$ cat src/rtl/spec_mem_responder.sv
// Memory-side responder for the formal spec harness: logs up to two granule transactions per instruction.
// Optional build macro SPEC_MEM_ERR_EN tracks bus errors per slot and adds the err_o port.
module spec_mem_responder #(
   parameter int MaxOutstanding = 2,
   parameter int LogDepth       = 2
) (
   input  logic        clk_i,
   input  logic        rst_i,
   input  logic        data_req_i,
   input  logic        data_gnt_i,
   input  logic        data_we_i,
   input  logic [3:0]  data_be_i,
   input  logic [31:0] data_addr_i,
   input  logic [32:0] data_wdata_i,
   input  logic        data_rvalid_i,
   input  logic [32:0] data_rdata_i,
   input  logic        data_err_i,
   input  logic        rvk_valid_i,
   input  logic        rvk_bit_i,
   input  logic        retire_i,
   input  logic        flush_i,
   output logic        spec_valid_o,
   output logic [31:0] mem_read_fst_rdata_o,
   output logic [31:0] mem_read_snd_rdata_o,
   output logic        mem_read_tag_o,
   output logic        mem_revoke_o,
   input  logic        spec_mem_read_i,
   input  logic        spec_mem_read_snd_gran_i,
   input  logic [31:0] spec_mem_read_fst_addr_i,
   input  logic        spec_mem_write_i,
   input  logic        spec_mem_write_snd_gran_i,
   input  logic [31:0] spec_mem_write_fst_addr_i,
   input  logic [31:0] spec_mem_write_fst_wdata_i,
   input  logic [3:0]  spec_mem_write_fst_be_i,
   input  logic        spec_mem_write_tag_i,
   output logic        mismatch_o,
`ifdef SPEC_MEM_ERR_EN
   output logic        err_o,
`endif
   output logic        overflow_o
);

   localparam int CntW = $clog2(MaxOutstanding + 1);

   typedef struct packed {
      logic        we;
      logic [3:0]  be;
      logic [31:0] addr;
      logic [32:0] wdata;
   } req_t;

   typedef struct packed {
      logic        used;
      logic        err;
      logic        we;
      logic [3:0]  be;
      logic [31:0] addr;
      logic [31:0] data;
      logic        tag;
   } slot_t;

   typedef enum logic [1:0] {IDLE, COLLECT, DRAIN, SNAP} state_t;

   state_t          state_q, state_d;
   req_t            fifo_q [MaxOutstanding];
   logic [CntW-1:0] count_q, count_d, wr_idx;
   slot_t           log_q [LogDepth];
   slot_t           log_d [LogDepth];
   slot_t           new_slot;
   logic            rvk_q, rvk_d;
   logic            push, push_ok, pop_ok, comp_drop, resp_err;
   logic            rd_bad, wr_bad, none_bad, snap_next;
   logic            unused_write_snd;

   assign unused_write_snd = spec_mem_write_snd_gran_i;

`ifdef SPEC_MEM_ERR_EN
   assign resp_err = data_err_i;
`else
   logic unused_err;
   assign unused_err = data_err_i;
   assign resp_err   = 1'b0;
`endif

   function automatic logic [31:0] read_data(slot_t s);
      return (s.used && !s.we && !s.err) ? s.data : 32'h0;
   endfunction

   function automatic logic read_tag(slot_t s);
      return s.used && !s.we && !s.err && s.tag;
   endfunction

   // A push into a full FIFO is still accepted when the head pops in the same cycle.
   assign push      = data_req_i && data_gnt_i;
   assign pop_ok    = data_rvalid_i && (count_q != '0);
   assign push_ok   = push && ((count_q != CntW'(MaxOutstanding)) || pop_ok);
   assign count_d   = count_q + CntW'(push_ok) - CntW'(pop_ok);
   assign wr_idx    = pop_ok ? count_q - CntW'(1) : count_q;
   assign snap_next = (state_d == SNAP);

   always_comb begin
      new_slot      = '0;
      new_slot.used = 1'b1;
      new_slot.err  = resp_err;
      new_slot.we   = fifo_q[0].we;
      new_slot.be   = fifo_q[0].be;
      new_slot.addr = fifo_q[0].addr;
      new_slot.data = fifo_q[0].we ? fifo_q[0].wdata[31:0] : data_rdata_i[31:0];
      new_slot.tag  = fifo_q[0].we ? fifo_q[0].wdata[32]   : data_rdata_i[32];
   end

   always_comb begin
      log_d     = log_q;
      rvk_d     = rvk_q;
      comp_drop = 1'b0;
      if (pop_ok) begin
         if (!log_q[0].used)      log_d[0] = new_slot;
         else if (!log_q[1].used) log_d[1] = new_slot;
         else                     comp_drop = 1'b1;
      end
      if (rvk_valid_i) rvk_d = rvk_bit_i;
      if (state_q == SNAP || flush_i) begin
         for (int i = 0; i < LogDepth; i++) log_d[i] = '0;
         rvk_d = 1'b0;
      end
   end

   always_comb begin
      state_d = state_q;
      unique case (state_q)
         IDLE: begin
            if (retire_i)     state_d = (count_d == '0) ? SNAP : DRAIN;
            else if (push_ok) state_d = COLLECT;
         end
         COLLECT: if (retire_i) state_d = (count_d == '0) ? SNAP : DRAIN;
         DRAIN:   if (count_d == '0) state_d = SNAP;
         SNAP:    state_d = (count_d != '0) ? COLLECT : IDLE;
      endcase
      if (flush_i && state_q != SNAP) state_d = (count_d != '0) ? COLLECT : IDLE;
   end

   // Errored slots are exempt; evaluated only while the snapshot is presented.
   always_comb begin
      rd_bad   = 1'b0;
      wr_bad   = 1'b0;
      none_bad = 1'b0;
      if (spec_mem_read_i) begin
         if (!log_q[0].err && (!log_q[0].used || log_q[0].we ||
             log_q[0].addr != spec_mem_read_fst_addr_i)) rd_bad = 1'b1;
         if (!log_q[1].err && (spec_mem_read_snd_gran_i != (log_q[1].used && !log_q[1].we)))
            rd_bad = 1'b1;
      end
      if (spec_mem_write_i && !log_q[0].err &&
          (!log_q[0].used || !log_q[0].we || log_q[0].addr != spec_mem_write_fst_addr_i ||
           log_q[0].data != spec_mem_write_fst_wdata_i || log_q[0].be != spec_mem_write_fst_be_i ||
           log_q[0].tag != spec_mem_write_tag_i)) wr_bad = 1'b1;
      if (!spec_mem_read_i && !spec_mem_write_i && (log_q[0].used || log_q[1].used))
         none_bad = 1'b1;
   end

   always_ff @(posedge clk_i) begin
      for (int i = 0; i < MaxOutstanding - 1; i++)
         if (pop_ok) fifo_q[i] <= fifo_q[i + 1];
      for (int i = 0; i < MaxOutstanding; i++)
         if (push_ok && wr_idx == CntW'(i))
            fifo_q[i] <= '{we: data_we_i, be: data_be_i, addr: data_addr_i, wdata: data_wdata_i};
   end

   // Snapshot outputs are registered from the next-cycle log so they line up with SNAP.
   always_ff @(posedge clk_i) begin
      if (rst_i) begin
         state_q              <= IDLE;
         count_q              <= '0;
         rvk_q                <= 1'b0;
         for (int i = 0; i < LogDepth; i++) log_q[i] <= '0;
         spec_valid_o         <= 1'b0;
         mem_read_fst_rdata_o <= '0;
         mem_read_snd_rdata_o <= '0;
         mem_read_tag_o       <= 1'b0;
         mem_revoke_o         <= 1'b0;
         mismatch_o           <= 1'b0;
         overflow_o           <= 1'b0;
`ifdef SPEC_MEM_ERR_EN
         err_o                <= 1'b0;
`endif
      end else begin
         state_q              <= state_d;
         count_q              <= count_d;
         rvk_q                <= rvk_d;
         log_q                <= log_d;
         spec_valid_o         <= snap_next;
         mem_read_fst_rdata_o <= snap_next ? read_data(log_d[0]) : '0;
         mem_read_snd_rdata_o <= snap_next ? read_data(log_d[1]) : '0;
         mem_read_tag_o       <= snap_next && read_tag(log_d[0]);
         mem_revoke_o         <= snap_next && rvk_d;
         if (state_q == SNAP) mismatch_o <= rd_bad || wr_bad || none_bad;
         if ((push && !push_ok) || (data_rvalid_i && !pop_ok) || comp_drop) overflow_o <= 1'b1;
`ifdef SPEC_MEM_ERR_EN
         err_o <= snap_next && ((log_d[0].used && log_d[0].err) || (log_d[1].used && log_d[1].err));
`endif
      end
   end

endmodule
$ cat config.mk
export PLATFORM = sky130hd
export DESIGN_NAME = spec_mem_responder
export DESIGN_NICKNAME = d
export VERILOG_FILES = /design/src/rtl/spec_mem_responder.sv
export SDC_FILE = /design/constraint.sdc
export NUM_CORES = 1
export LEC_CHECK = 0
export ABC_AREA = 1
export CORE_MARGIN = 3
export CORE_UTILIZATION = 51
export CTS_CLUSTER_DIAMETER = 150
export DETAILED_ROUTE_END_ITERATION = 7
export HOLD_SLACK_MARGIN = 0.06
export PLACE_DENSITY = 0.8
export SKIP_CTS_REPAIR_TIMING = 1
export SYNTH_ARGS = -nofsm -noshare
export SYNTH_HDL_FRONTEND = slang
export SYNTH_SLANG_ARGS = --single-unit
$ cat constraint.sdc
create_clock -name clk_i -period 6.5 [get_ports clk_i]
set_clock_uncertainty 0.2 [all_clocks]
set_input_delay 0.65 -clock clk_i [delete_from_list [all_inputs] [get_ports clk_i]]
set_output_delay 0.65 -clock clk_i [all_outputs]
set_load 0.005 [all_outputs]
==> summary.md <==
| Metric | Value |
|---|---|
| Dpl ws | `between 1.5 and 2 ns` |
| Top cells by area, synth | `edfxtp_1, dfxtp_1, nand2_1` |
| Hpwl dp | `around 26,000 µm` |
| Core Area | `~26,000 µm²` |
| Syn Nets | `between 1,500 and 2,000` |
| Post-synthesis mux area share | `0.0949` |
| Top sig layer | `met5` |
| Area grow syn2layout | `29.8%` |
| Via count | `between 10,000 and 15,000` |
| WL per Instance | `approximately 19 µm` |
| Die Wd | `approximately 170 µm` |
| Crit Path Category | `flop to flop` |
| Routability cong. | `0.887` |
| Post-synth EDFFs | `140` |
| Worst r2r src | `count_q[0]$_SDFF_PP0_` |
| CTS tree | `built` |
| WP buf/inv | `4` |
| Achievable Freq | `0.237 GHz` |
| Chip height | `about 170 µm` |
| Antenna violations before repair | `6` |
| Critical path data arrival time | `4.49 ns` |
| Hold path startpoint | `log_q[138]$_SDFFE_PP0P_` |
| Initial core utilization | `0.527` |
| Post-synthesis sequential area ratio | `0.582` |
| I/O pins | `between 200 and 300` |
| Wire length of the first global-routing pass | `~55,000 µm` |
| Setup-failing EPs final | `0` |
| Critical path's top delay family | `simple AND/OR/NAND/NOR gates` |
| TritonCTS Sinks | `around 320` |
| Cell with the most instances after synthesis | `nand2_1` |
| Commonest cells in the netlist | `nand2_1, dfxtp_1, nor2_1` |
| Clk slew on worst S/H paths | `roughly 0.060 ns` |
| Compound-Gate Fraction of Synth Area | `0.0909` |
| Post-synth cell types | `40` |
| Setup ws final | `2.27 ns` |
| Reg-to-reg setup timing slack | `2.27 ns` |
| Async S/R FF share, synth | `0` |
| Synthesized instance count | `roughly 1,300` |
| Max IR drop VDD | `249 µV` |
| Worst r2r dst | `mem_read_fst_rdata_o[15]$_SDFF_PP0_` |
| FILL cells | `roughly 1,900` |
| Util after Layout | `0.683` |
| Post-Route M1 WL | `15,600 µm` |
| Period utilisation layout | `0.650` |
| XOR/XNOR share of the synthesized area | `0.0181` |
| Met2 wire length | `~18,000 µm` |
| Worst path required time | `around 6.8 ns` |
| Share of the synthesized area in the top cell type | `0.313` |
| Grt ovf | `0` |
| Endpoints failing hold | `0` |
| Port bufs | `between 200 and 300` |
| RSZ-0062 raised after global routing | `false` |
| Full die area | `28,400 µm²` |
| Met3 WL | `2070 µm` |
| Adder-Cell Fraction of Synth Area | `0.00372` |
| Layout cells sized above 1 | `0.118` |
| GRT Resource Usage Total | `0.246` |
| Syn Area/Cell | `~10 µm²` |
| Htree depth | `1` |
| Slew HR | `0.264` |
| Primary FF master, synth | `dfxtp_1` |
| Most used cell along the critical path | `inv_1` |
| Largest net degree at the start of global routing | `74` |
| Final antenna-violating net count | `0` |
| Setup TNS | `0 ns` |
| Worst-Skew Late Latency | `about 0.55 ns` |
| Maxcap violations | `0` |
| Row cnt | `58` |
| Critical-path cell list | `inv_1 -> ha_1 -> inv_1 -> nand2_4 -> nor2_8 -> inv_2 -> nand2_1 -> o2111ai_1 -> clkinv_1 -> nand4_4 -> nor2_2` |
| FF+latch count, synth | `between 300 and 400` |
| Max clock buf depth | `3` |
| Min-Delay Endpoint | `log_q[138]$_SDFFE_PP0P_` |
| Leak Pwr | `0.00675 µW` |
| Top cell type by total area after synthesis | `edfxtp_1` |
| Power Dens Cells | `~330 nW/µm²` |
| Num CTS Buffers | `31` |
| Mapped Area | `13,500 µm²` |
| Syn. warnings | `0` |
| Vias/cell | `between 5 and 6` |
| Largest family of logic cells by synthesized area | `simple AND/OR/NAND/NOR gates` |
| Register-to-Register Path Depth | `11` |
| Final #Nets | `around 1,800` |
| Register area | `7830 µm²` |
| Crit start category | `flop` |
| CP max stage cell | `nor2_8` |
| Multi-input combinational cell area | `approximately 4800 µm²` |
| Root Driver | `clkbuf_16` |
| Fin. max-slew vios | `0` |
| Vias in the first global route | `roughly 10,000` |
| Status | `finished clean` |
| Worst Hold Class | `flop to flop` |
| Least-Margin Pin Slew | `roughly 1.1 ns` |
| Detailed Route Iter0 Violations | `868` |
| Post-Synth Simple-Gate Area | `0.149` |
| Crit Path Max Fanout | `73` |
| Slowest cell delay on critical path | `0.71 ns` |
| DRC Markers | `0` |
| Drt pass-1 iters | `5` |
| Hold-critical path depth | `2` |
| Tmin final | `about 4.2 ns` |
| DRT Wirelength | `between 30,000 and 40,000 µm` |
| Crit path capture type | `flop` |
area by class of cell:
class	count	share of cell area
diodes	5	0.000717
clock buffers	38	0.0484
clock inverters	19	0.00968
inverters	132	0.0285
multi-input cells	835	0.276
flip-flops and latches	321	0.448
well taps	330	0.0237
repair buffers	289	0.165
cells by family after synthesis:
group	Yosys count
adders and majority gates	4
AOI/OAI and AO/OA	238
and+or+nand+nor	463
xor gates and xnor gates	27
buffers and inverters	188
DFF	321
muxes	103
power by group:
part	leakage [µW]	switching (µW)	internal [µW]
Sequential	0.00275	109	2490
Clock	0.000502	758	1040
Combinational	0.00350	781	516
registers in the layout, summed over array words and instances (netlist names):
| register | count |
|---|---|
| mismatch_o | 1 |
| mem_read_snd_rdata_o | 32 |
| state_q | 2 |
| log_q | 107 |
| fifo_q | 140 |
| mem_revoke_o | 1 |
| count_q | 2 |
| rvk_q | 1 |
| mem_read_tag_o | 1 |
| spec_valid_o | 1 |
| mem_read_fst_rdata_o | 32 |
| overflow_o | 1 |
worst register-to-register path, stage by stage, from the launching register on:
cell	delay, ns
dfxtp_1	0.41
inv_1	0.10
ha_1	0.23
inv_1	0.10
nand2_4	0.14
nor2_8	0.71
inv_2	0.72
nand2_1	0.32
o2111ai_1	0.16
clkinv_1	0.11
nand4_4	0.63
nor2_2	0.32
cells in the final DEF, fill, tap and decap left out, types with 6 or more instances in the layout:
| master | n |
|---|---|
| mux2_2 | 28 |
| a21oi_1 | 110 |
| clkbuf_16 | 32 |
| inv_2 | 8 |
| o21ai_0 | 115 |
| nand2_1 | 230 |
| edfxtp_1 | 140 |
| dfxtp_1 | 181 |
| nor2_2 | 38 |
| xnor2_1 | 24 |
| mux2i_1 | 33 |
| nor2_1 | 162 |
| inv_1 | 122 |
| nand3_1 | 8 |
| nand4_1 | 7 |
| clkinv_2 | 9 |
| clkinv_1 | 6 |
| clkdlybuf4s50_1 | 283 |
| mux2_4 | 42 |
worst max path at each step:
| stage | from | endpoint | cells after the start | slack, ns |
|---|---|---|---|---|
| finish | count_q[0]$_SDFF_PP0_ | mem_read_fst_rdata_o[15]$_SDFF_PP0_ | 11 | 2.27 |
| global route | count_q[0]$_SDFF_PP0_ | mem_read_fst_rdata_o[19]$_SDFF_PP0_ | 11 | 1.90 |
| CTS | count_q[0]$_SDFF_PP0_ | mem_read_fst_rdata_o[15]$_SDFF_PP0_ | 11 | 2.33 |
| detailed placement | data_rvalid_i | mem_read_fst_rdata_o[15]$_SDFF_PP0_ | 9 | 1.94 |
| global placement | data_rvalid_i | mem_read_fst_rdata_o[15]$_SDFF_PP0_ | 9 | 2.01 |
| floorplan | count_q[0]$_SDFF_PP0_ | fifo_q[0][100]$_DFFE_PP_ | 9 | 1.70 |
stage by stage:
step / cell area, µm² / instances / hold slack [ns] / power (µW)
3_3_place_gp: 16400 / 1907 / 0.257 / 3900
2_1_floorplan: 13500 / 1344 / 0.244 / 3530
6_report: 17500 / 1969 / 0.284 / 5690
3_5_place_dp: 16400 / 1907 / 0.267 / 3940
4_1_cts: 17400 / 1964 / 0.284 / 5730
5_1_grt: 17500 / 1969 / 0.311 / 5950
per-layer routing:
layer	GRT usage	vias to the layer above
met1	0.331	4830
met5	0	-
li1	-	4977
met2	0.416	361
met4	0.0779	2
met3	0.0336	70
No activity file was read; power rests on OpenSTA's default activity.
